===== src/rtl/adder_measure_pkg.sv =====
// adder_measure_pkg: shared state encoding, field widths and saturating add for the measurement controller
package adder_measure_pkg;
  localparam int SETTLE_W = 4;
  localparam int ACC_CNT_W = 32;
  typedef enum logic [2:0] {S_IDLE, S_LOAD, S_SETTLE, S_RUN, S_DRAIN, S_CAPTURE} state_t;
  function automatic logic [ACC_CNT_W:0] sat_add(input logic [ACC_CNT_W-1:0] a, input logic [ACC_CNT_W-1:0] b);
    logic [ACC_CNT_W:0] s;
    s = {1'b0, a} + {1'b0, b};
    return s[ACC_CNT_W] ? {1'b1, {ACC_CNT_W{1'b1}}} : s;
  endfunction
endpackage


===== src/rtl/meas_window_timer.sv =====
// meas_window_timer: loadable down-counter timing the SETTLE, RUN and DRAIN phases
module meas_window_timer #(
  parameter int W = 16
) (
  input  logic         wb_clk_i,
  input  logic         wb_rst_i,
  input  logic         load,
  input  logic         en,
  input  logic [W-1:0] val,
  output logic         zero
);
  logic [W-1:0] cnt_q;
  assign zero = cnt_q == '0;
  always_ff @(posedge wb_clk_i) begin
    if (wb_rst_i) cnt_q <= '0;
    else if (load) cnt_q <= val;
    else if (en && !zero) cnt_q <= cnt_q - W'(1);
  end
endmodule


===== src/rtl/adder_measure_ctrl.sv =====
// adder_measure_ctrl: sequences one ring-oscillator adder delay measurement; ADDER_MEASURE_CTRL_ACCUM_EN sums 2^ACC_LOG2 passes
module adder_measure_ctrl
  import adder_measure_pkg::*;
#(
  parameter int WIDTH    = 32,
  parameter int CNT_W    = 32,
  parameter int WIN_W    = 16,
  parameter int SETTLE   = 4,
  parameter int ACC_LOG2 = 2
) (
  input  logic             wb_clk_i,
  input  logic             wb_rst_i,
  input  logic             start,
  input  logic             abort,
  input  logic [WIDTH-1:0] a_cfg,
  input  logic [WIDTH-1:0] b_cfg,
  input  logic [WIN_W-1:0] window,
  output logic [WIDTH-1:0] adder_a,
  output logic [WIDTH-1:0] adder_b,
  output logic             ring_en,
  output logic             cnt_clear,
  output logic             cnt_en,
  input  logic [CNT_W-1:0] cnt_value,
  output logic [CNT_W-1:0] result,
  output logic             busy,
  output logic             done,
  output logic             overflow
);
  localparam int PW = ACC_LOG2 + 1;
`ifdef ADDER_MEASURE_CTRL_ACCUM_EN
  localparam int unsigned PASSES = 1 << ACC_LOG2;
`else
  localparam int unsigned PASSES = 1;
`endif
  state_t state, nxt;
  logic [WIN_W-1:0] win_q, t_val;
  logic [PW-1:0] pass_q;
  logic [CNT_W-1:0] cap_val;
  logic t_zero, t_load, accept, cap, last, cap_ovf;
  assign accept = state == S_IDLE && start && !abort;
  assign cap = state == S_CAPTURE && !abort;
  assign last = pass_q == PW'(PASSES - 1);
`ifdef ADDER_MEASURE_CTRL_ACCUM_EN
  logic [CNT_W-1:0] acc_q;
  logic [CNT_W:0] sum;
  assign sum = sat_add(acc_q, cnt_value);
  assign cap_val = sum[CNT_W-1:0];
  assign cap_ovf = sum[CNT_W] | (&cnt_value);
  always_ff @(posedge wb_clk_i) begin
    if (wb_rst_i || accept) acc_q <= '0;
    else if (cap) acc_q <= sum[CNT_W-1:0];
  end
`else
  assign cap_val = cnt_value;
  assign cap_ovf = &cnt_value;
`endif
  always_comb begin
    nxt = state;
    if (abort) nxt = S_IDLE;
    else case (state)
      S_IDLE:    if (start) nxt = S_LOAD;
      S_LOAD:    nxt = S_SETTLE;
      S_SETTLE:  if (t_zero) nxt = S_RUN;
      S_RUN:     if (t_zero) nxt = S_DRAIN;
      S_DRAIN:   if (t_zero) nxt = S_CAPTURE;
      S_CAPTURE: nxt = last ? S_IDLE : S_LOAD;
      default:   nxt = S_IDLE;
    endcase
  end
  // timer holds phase length minus one, loaded on the edge entering the phase
  assign t_load = nxt != state && (nxt == S_SETTLE || nxt == S_RUN || nxt == S_DRAIN);
  assign t_val = nxt == S_RUN ? (win_q == '0 ? '0 : win_q - WIN_W'(1)) : WIN_W'(SETTLE_W'(SETTLE - 1));
  meas_window_timer #(.W(WIN_W)) u_timer (
    .wb_clk_i(wb_clk_i),
    .wb_rst_i(wb_rst_i),
    .load(t_load),
    .en(state != S_IDLE),
    .val(t_val),
    .zero(t_zero)
  );
  // outputs are decoded from the next state so they line up with the state register
  always_ff @(posedge wb_clk_i) begin
    if (wb_rst_i) begin
      state <= S_IDLE;
      win_q <= '0;
      pass_q <= '0;
      adder_a <= '0;
      adder_b <= '0;
      ring_en <= 1'b0;
      cnt_clear <= 1'b0;
      cnt_en <= 1'b0;
      result <= '0;
      busy <= 1'b0;
      done <= 1'b0;
      overflow <= 1'b0;
    end else begin
      state <= nxt;
      ring_en <= nxt == S_SETTLE || nxt == S_RUN;
      cnt_en <= nxt == S_RUN;
      cnt_clear <= nxt == S_LOAD;
      busy <= nxt != S_IDLE;
      done <= cap && last;
      overflow <= accept ? 1'b0 : overflow | (cap & cap_ovf);
      pass_q <= accept ? '0 : cap ? pass_q + PW'(1) : pass_q;
      if (accept) begin
        adder_a <= a_cfg;
        adder_b <= b_cfg;
        win_q <= window;
      end
      if (cap && last) result <= cap_val;
    end
  end
endmodule


===== config.mk =====
export PLATFORM = sky130hd
export DESIGN_NAME = adder_measure_ctrl
export DESIGN_NICKNAME = d
export VERILOG_FILES = /design/src/rtl/adder_measure_pkg.sv /design/src/rtl/meas_window_timer.sv /design/src/rtl/adder_measure_ctrl.sv
export SDC_FILE = /design/constraint.sdc
export NUM_CORES = 1
export LEC_CHECK = 0
export CELL_PAD_IN_SITES_DETAIL_PLACEMENT = 0
export CELL_PAD_IN_SITES_GLOBAL_PLACEMENT = 2
export CORE_MARGIN = 3
export CORE_UTILIZATION = 25
export CTS_BUF_LIST = sky130_fd_sc_hd__clkbuf_4
export CTS_CLUSTER_SIZE = 40
export DETAILED_ROUTE_END_ITERATION = 12
export GPL_TIMING_DRIVEN = 0
export PLACE_DENSITY_LB_ADDON = 0.1
export SLEW_MARGIN = 20
export SYNTH_ARGS = -nofsm -noshare
export SYNTH_HDL_FRONTEND = slang
export SYNTH_SLANG_ARGS = --single-unit

===== constraint.sdc =====
create_clock -name wb_clk_i -period 2.8 [get_ports wb_clk_i]
set_input_delay 0.56 -clock wb_clk_i [delete_from_list [all_inputs] [get_ports wb_clk_i]]
set_output_delay 0.56 -clock wb_clk_i [all_outputs]
set_load 0.005 [all_outputs]

==> qor.txt, run 1 <==
Status: finished clean
Clock sinks: 140
Share of async-settable or async-resettable flops after synthesis: 0%
Clock slew seen by the registers of the worst setup and hold paths: 130 ps
Synth Register Bits: 140
Antenna Nets Post-Route: 0
Peak supply drop: 0.1885 mV
Vias in the first global route: 5879
Multiplexer share of the synthesized area: 0%
Xor and xnor fraction of the mapped netlist area: 3.888%
Average wire per cell in the routed design: 16.23 µm
Top_reg_cell synth: sky130_fd_sc_hd__dfxtp_1
Initial Utilization: 25.64%
Area of the core: 22850 µm²
Hpwl dp: 16440 µm
Pre-CTS setup slack: -22.43 ps
Distinct cell type count after synthesis: 49
Number of buffers created by CTS: 17
R2R setup slack: 220 ps
Final hold viol count: 0
Routed via count: 5913
Dominant cells by area after synthesis: sky130_fd_sc_hd__dfxtp_1, sky130_fd_sc_hd__nand2_1, sky130_fd_sc_hd__a21oi_1, sky130_fd_sc_hd__clkbuf_1, sky130_fd_sc_hd__xnor2_1
CP startpoint: u_timer.cnt_q[10]
NumNets Final: 1118
Clock skew: 23.07 ps
Compound-Gate Fraction of Synth Area: 16.53%
Internal portion of total power: 3.173 mW
Number of I/O port buffers: 215
Portion of synthesized cell area occupied by the leading cell type: 47.85%
Pin count of the biggest net entering global routing: 17
Crit path DAT: 3070 ps
First-pass DRT Iterations: 4
Fraction of layout cells with a size suffix above 1: 4.955%
Library cell with the largest summed area after synthesis: sky130_fd_sc_hd__dfxtp_1
RSZ-0062 raised after global routing: false
Die span in y: 159.1 µm
Gate count of the mapped netlist: 761
Number of cells on the worst reg-to-reg path: 6
Sequential Power Share: 46.6%
Die Width: 159.1 µm
Total Neg Setup Slack: 0 ps
Number of maximum-capacitance constraint violations: 0
Nets in the synthesized netlist: 883
Sw frac: 30.65%
Routed WL: 21530 µm
Buffer depth of the longest clock path: 2
Wire length of the first global-routing pass: 33620 µm
P_leak: 2.962 nW
HP Class: input pin to flop
Number of core rows: 55
Number of top-level pins: 218
Layout-stage area growth over the synthesis result: 49.28%
Global route overflow: 0
Iter 0 DRT Violations: 288
Antenna violations before repair: 3
Slew Limit Fails: 0
Synth Warn #: 0
Clock group share of total power: 31.8%
DRC Markers: 0
Min Tclk post-route: 2582 ps
Vias/cell: 4.459
Combinational cell fraction of total power: 21.6%
Remaining max-slew budget at the tightest pin: 45.92%
Maximum level of the CTS H-tree: 4
Period utilization: 92.21%
Share of the core filled with cells in the final layout: 38.27%
Switching Power: 1.403 mW
Endpoint of the worst register-to-register path: u_timer.cnt_q[11]
Gr usage total: 16.76%
Main combinational cell family by area after synthesis: simple AND/OR/NAND/NOR gates
Routability-driven placement congestion ratio: 0.7654
Worst Setup End Kind: flop
TritonCTS clock tree: done
Total die area: 25300 µm²
R2r startpoint: u_timer.cnt_q[10]
Post-layout worst setup margin: 218.1 ps
Netlist area before placement: 5857 µm²
Hold path startpoint: abort
Setup violation total in the final timing report: 0
Highest achievable clock rate: 387.3 MHz
Post-synthesis share of cell area spent on and, or, nand and nor gates: 26.62%
Type of the worst setup path: flop to flop
Pwr dens: 523.4 nW/µm²
Critical Path Fanout Max: 8
Adder-cell share of the synthesized area: 1.282%
Post-Synthesis Mean Instance Area: 7.696 µm²
Root cell of the clock tree: sky130_fd_sc_hd__clkbuf_4
WP data required: 3290 ps
Destination of the critical timing path: u_timer.cnt_q[11]
Register area share after synthesis: 47.85%
Insertion delay to the later sink of the worst-skew pair: 560 ps
Critical Path Source Type: flop
Post-synth EDFFs: 0
Measured slew at the worst slew-check pin: 805.1 ps
power groups by stage:
stage               Clock [mW]  Sequential [mW]  Combinational (mW)
floorplan                    0             2.17               0.548
global placement             0             2.17               0.996
detailed placement           0             2.18               0.987
CTS                       1.53             2.13               0.993
global route              1.60             2.15                1.09
finish                    1.46             2.13               0.987
worst min path at each step:
stage / end / cells past startpoint
final: state[2] / 2
after global placement: result[19] / 2
after detailed placement: adder_a[2] / 2
after floorplan: u_timer.cnt_q[1] / 2
after global routing: state[0] / 2
after CTS: state[2] / 2
worst max-delay path, stage by stage, from the launching register on:
cell and delay, ps:
sky130_fd_sc_hd__dfxtp_1 380, sky130_fd_sc_hd__or4_4 590, sky130_fd_sc_hd__or4_4 590, sky130_fd_sc_hd__nor2_8 190
sky130_fd_sc_hd__nand3_2 150, sky130_fd_sc_hd__or4_4 530, sky130_fd_sc_hd__o22ai_2 90
layout by cell type, fill, tap and decap left out, drive strengths merged, types with 5 or more instances in the layout:
cell type / n
a211oi: 9
o21ai: 10
nand2: 246
nor3: 21
a21oi: 121
or4: 8
clkdlybuf4s50: 215
xor2: 8
o22ai: 5
nand4: 11
inv: 11
xnor2: 18
nor4: 7
a31oi: 6
nor2: 40
ha: 6
dfxtp: 140
clkinv: 5
or3: 6
clkbuf: 67
cells in the mapped netlist, types with 4 or more instances:
cell,n
sky130_fd_sc_hd__nand2_1,246
sky130_fd_sc_hd__dfxtp_1,140
sky130_fd_sc_hd__a31oi_1,6
sky130_fd_sc_hd__a21oi_1,121
sky130_fd_sc_hd__nand4_1,11
sky130_fd_sc_hd__clkbuf_1,48
sky130_fd_sc_hd__or3_1,6
sky130_fd_sc_hd__nor3_1,19
sky130_fd_sc_hd__o21ai_0,7
sky130_fd_sc_hd__a211oi_1,9
sky130_fd_sc_hd__xnor2_1,18
sky130_fd_sc_hd__nand2b_1,4
sky130_fd_sc_hd__inv_1,8
sky130_fd_sc_hd__nor4_1,7
sky130_fd_sc_hd__ha_1,6
sky130_fd_sc_hd__o31ai_1,4
sky130_fd_sc_hd__a22oi_1,4
sky130_fd_sc_hd__nor2_1,39
sky130_fd_sc_hd__or4_1,5
sky130_fd_sc_hd__xor2_1,8
final cells by class:
type                            instances  area (µm²)
Multi-Input combinational cell        562        2849
Buffer                                 51       193.9
Antenna cell                            4       10.01
Tap cell                              313       391.6
Clock inverter                         13       163.9
Timing Repair Buffer                  216        2160
Sequential cell                       140        2803
Fill cell                            2513       14100
Inverter                                8       30.03
Clock buffer                           19       142.6
registers in the layout, summed over array words and instances (netlist names), 3 cells and up:
| name | cells |
|---|---|
| result | 32 |
| u_timer.cnt_q | 16 |
| adder_b | 32 |
| adder_a | 32 |
| win_q | 16 |
| pass_q | 3 |
| state | 3 |
repair_timing:
item	CTS	global route
setup buffers	0	0
hold endpoints to repair	0	0
pin swaps	0	0
gates resized for setup	1	2
cloned	0	0
hold buffers	0	0
setup endpoints to repair	2	10
per-layer routing:
| metal | up-vias | part of all wire [%] | GRT usage [%] |
|---|---|---|---|
| met5 | - | 0 | 0 |
| met4 | 0 | 1.9 | 5.611 |
| met3 | 20 | 8.6 | 6.868 |
| met2 | 168 | 46 | 26.97 |
| met1 | 2681 | 43 | 20.38 |
| li1 | 3044 | - | - |
cell families (layout without fill, tap and decap cells):
| logic type | count (synthesis) | after routing |
|---|---|---|
| other | 0 | 4 |
| AOI/OAI and AO/OA | 171 | 171 |
| and+or+nand+nor | 359 | 359 |
| xor gates and xnor gates | 26 | 26 |
| adders and majority gates | 6 | 6 |
| DFF | 140 | 140 |
| buffers and inverters | 59 | 307 |
metrics by stage:
| step | instances | power (mW) | area, µm² | hold WS (ps) |
|---|---|---|---|---|
| after floorplan | 761 | 2.716 | 5857 | 452.7 |
| after global placement | 1289 | 3.171 | 8401 | 441.2 |
| after detailed placement | 1290 | 3.163 | 8414 | 445.5 |
| after CTS | 1322 | 4.651 | 8723 | 401.5 |
| after global routing | 1325 | 4.838 | 8741 | 453.7 |
| final | 1326 | 4.576 | 8743 | 451.5 |
Note: power is estimated with default switching activity, not from simulation.
==> run 2: changes to the inputs <==
Settings changed: CORE_UTILIZATION 25 to 24, CTS_BUF_LIST sky130_fd_sc_hd__clkbuf_4 to default.
Clock period 2.8 ns to 2.7 ns, I/O delays scaled along.
==> run 2 against run 1 <==
Net effect:
- global-route usage fell by 0.46 points
- setup slack got worse by 87 ps
- total power rose by 27%
- register-to-register slack got worse by 90 ps
- clock power rose by 74%
- sequential cell count did not move
- combinational power rose by 5%
- critical path depth rose by 1
- largest power group is now the clock network
- hold slack barely moved
==> qor.txt, run 2 (same netlist as run 1, synthesis figures left out) <==
Final std cell area, no fill: 9079 µm² (+3.8%)
Antenna violations before repair: 1 (-2)
List of cells traversed by the critical path: clkbuf_1 > or4_1 > nor3_4 > nand2_1 > o21ai_0 > or4_1 > a31oi_1
Dominant cell type by count on the critical path: sky130_fd_sc_hd__or4_1
Min Tclk post-route: 2569 ps (-12.52 ps)
Wire length of the first global-routing pass: 33440 µm (-0.53%)
Period utilization: 95.16% (+3.0 points)
Pre-CTS setup slack: -157.1 ps (-134.6 ps)
Layout-stage area growth over the synthesis result: 55.01%
Maximum level of the CTS H-tree: 4 (unchanged)
WP data required: 2980 ps (-310 ps)
Die Width: 162.2 µm (+2.0%)
Critical Path Fanout Max: 9 (+1)
Global route overflow: 0 (unchanged)
Routed via count: 5899 (-0.24%)
CP startpoint: u_timer.cnt_q[2]
Hpwl dp: 16570 µm (+0.80%)
Number of top-level pins: 218 (unchanged)
Most common cell after layout, fill and taps aside: sky130_fd_sc_hd__nand2_1
Dpl cells: 1296 (+0.47%)
Number of I/O port buffers: 215 (unchanged)
Clock sinks: 140 (unchanged)
Vias/cell: 4.439 (-0.46%)
Die span in y: 162.2 µm (+2.0%)
Root cell of the clock tree: sky130_fd_sc_hd__clkbuf_16
Filler instances: 2497 (-0.64%)
Largest registers in the final layout: adder_a: 32 flops, adder_b: 32 flops, result: 32 flops
HP Class: flop to flop
First-pass DRT Iterations: 4 (unchanged)
Setup violation total in the final timing report: 0 (unchanged)
Area post-placement: 8422 µm² (about the same)
Total die area: 26310 µm² (+4.0%)
Gate family responsible for the most delay along the worst path: simple AND/OR/NAND/NOR gates
Antenna Nets Post-Route: 0 (unchanged)
Remaining max-slew budget at the tightest pin: 37.61% (-8.3 points)
Hold path startpoint: adder_a[13]
Number of maximum-capacitance constraint violations: 0 (unchanged)
Initial Utilization: 24.66% (-0.98 points)
Crit path DAT: 2850 ps (-220 ps)
Peak supply drop: 0.4186 mV (+120%)
Vias in the first global route: 5968 (+1.5%)
Most used cells in the layout excluding fill and tap cells: sky130_fd_sc_hd__nand2_1, sky130_fd_sc_hd__clkdlybuf4s50_1, sky130_fd_sc_hd__dfxtp_1
NumNets Final: 1118 (unchanged)
Area of the core: 23750 µm² (+4.0%)
Number of core rows: 56 (+1.8%)
Share of the core filled with cells in the final layout: 38.22% (-0.048 points)
Total Neg Setup Slack: 0 ps (unchanged)
Pin count of the biggest net entering global routing: 17 (unchanged)
Critical path's slowest cell: sky130_fd_sc_hd__or4_1
DRC Markers: 0 (unchanged)
Clock slew seen by the registers of the worst setup and hold paths: 60 ps (-70 ps)
Clock skew: 10.90 ps (-12.17 ps)
Number of buffers created by CTS: 17 (unchanged)
Post-CTS Setup Inserts: 0 (unchanged)
Final hold viol count: 0 (unchanged)
Highest achievable clock rate: 389.2 MHz (+0.49%)
Final cell count without fillers: 1329 (+0.23%)
Routed WL: 21490 µm (-0.17%)
Type of the worst setup path: flop to flop
Critical Path Max Stage Delay: 640 ps (+50 ps)
Buffer depth of the longest clock path: 2 (unchanged)
Buf/Inv on CP: 1 (+1)
Slew Limit Fails: 0 (unchanged)
Pwr dens: 637.7 nW/µm² (+22%)
Fraction of layout cells with a size suffix above 1: 4.955% (unchanged)
Measured slew at the worst slew-check pin: 928.6 ps (+123.6 ps)
P_leak: 3.100 nW (+4.7%)
Average wire per cell in the routed design: 16.17 µm (-0.39%)
R2r startpoint: u_timer.cnt_q[2]
Post-layout worst setup margin: 130.6 ps (-87.48 ps)
Critical Path Source Type: flop
TritonCTS clock tree: done
Status: finished clean
Gr usage total: 16.30% (-0.46 points)
RSZ-0062 raised after global routing: false
Routability-driven placement congestion ratio: 0.7839 (+2.4%)
Insertion delay to the later sink of the worst-skew pair: 420 ps (-140 ps)
Iter 0 DRT Violations: 235 (-18%)
Worst Setup End Kind: flop
## run 2: worst paths after layout
path	to	slack (ps)	cells past startpoint
max	u_timer.cnt_q[10]	130	7
max reg2reg	u_timer.cnt_q[10]	130	7
min reg2reg	adder_a[13]	450	2
min	adder_a[13]	450	2
## run 2: power by group
| group | total (mW) | leakage, nW | switching [mW] | internal, mW |
|---|---|---|---|---|
| registers | 2.21 | 1.14 | 0.0599 | 2.15 |
| logic | 1.04 | 1.66 | 0.563 | 0.478 |
| clock network | 2.54 | 0.300 | 0.961 | 1.58 |
| total | 5.79 | 3.10 | 1.58 | 4.21 |
## run 2: area by class of cell
cell class	instances	area [µm²]	area share, %
antenna	1	2.502	0.02756
buffer	51	193.9	2.136
clock buffer	19	442.9	4.879
clock inverter	13	187.7	2.067
inverter	8	30.03	0.3308
multi-input combinational	562	2860	31.50
sequential	140	2803	30.87
tap	319	399.1	4.396
timing repair buffer	216	2160	23.79
## run 2: through the flow
step | power, mW | hold WS [ps]
6_report | 5.790 | 451.4
5_1_grt | 6.066 | 473.1
4_1_cts | 5.865 | 454.5
3_5_place_dp | 3.286 | 445.7
3_3_place_gp | 3.295 | 442.0
2_1_floorplan | 2.816 | 452.7
## run 2: layer usage
| layer | GRT usage [%] | up-vias | wire length [µm] |
|---|---|---|---|
| met3 | 7.218 | 15 | 1958 |
| met1 | 19.75 | 2668 | 9199 |
| met5 | 0 | - | 0 |
| met2 | 26.56 | 169 | 10050 |
| li1 | - | 3047 | - |
| met4 | 4.110 | 0 | 279 |
## run 2: tightest hold or removal path: cells and delay by family (launching register included)
kind / cells / cell delay (ps)
DFF: 1 / 300
AOI/OAI and AO/OA: 1 / 50
and+or+nand+nor: 1 / 50
## run 2: what timing repair did
action,4_1_cts,5_1_grt
cloned,0,0
hold buffers,0,0
setup endpoints to repair,7,17
endpoints found under the hold margin,0,0
resized for setup,1,5
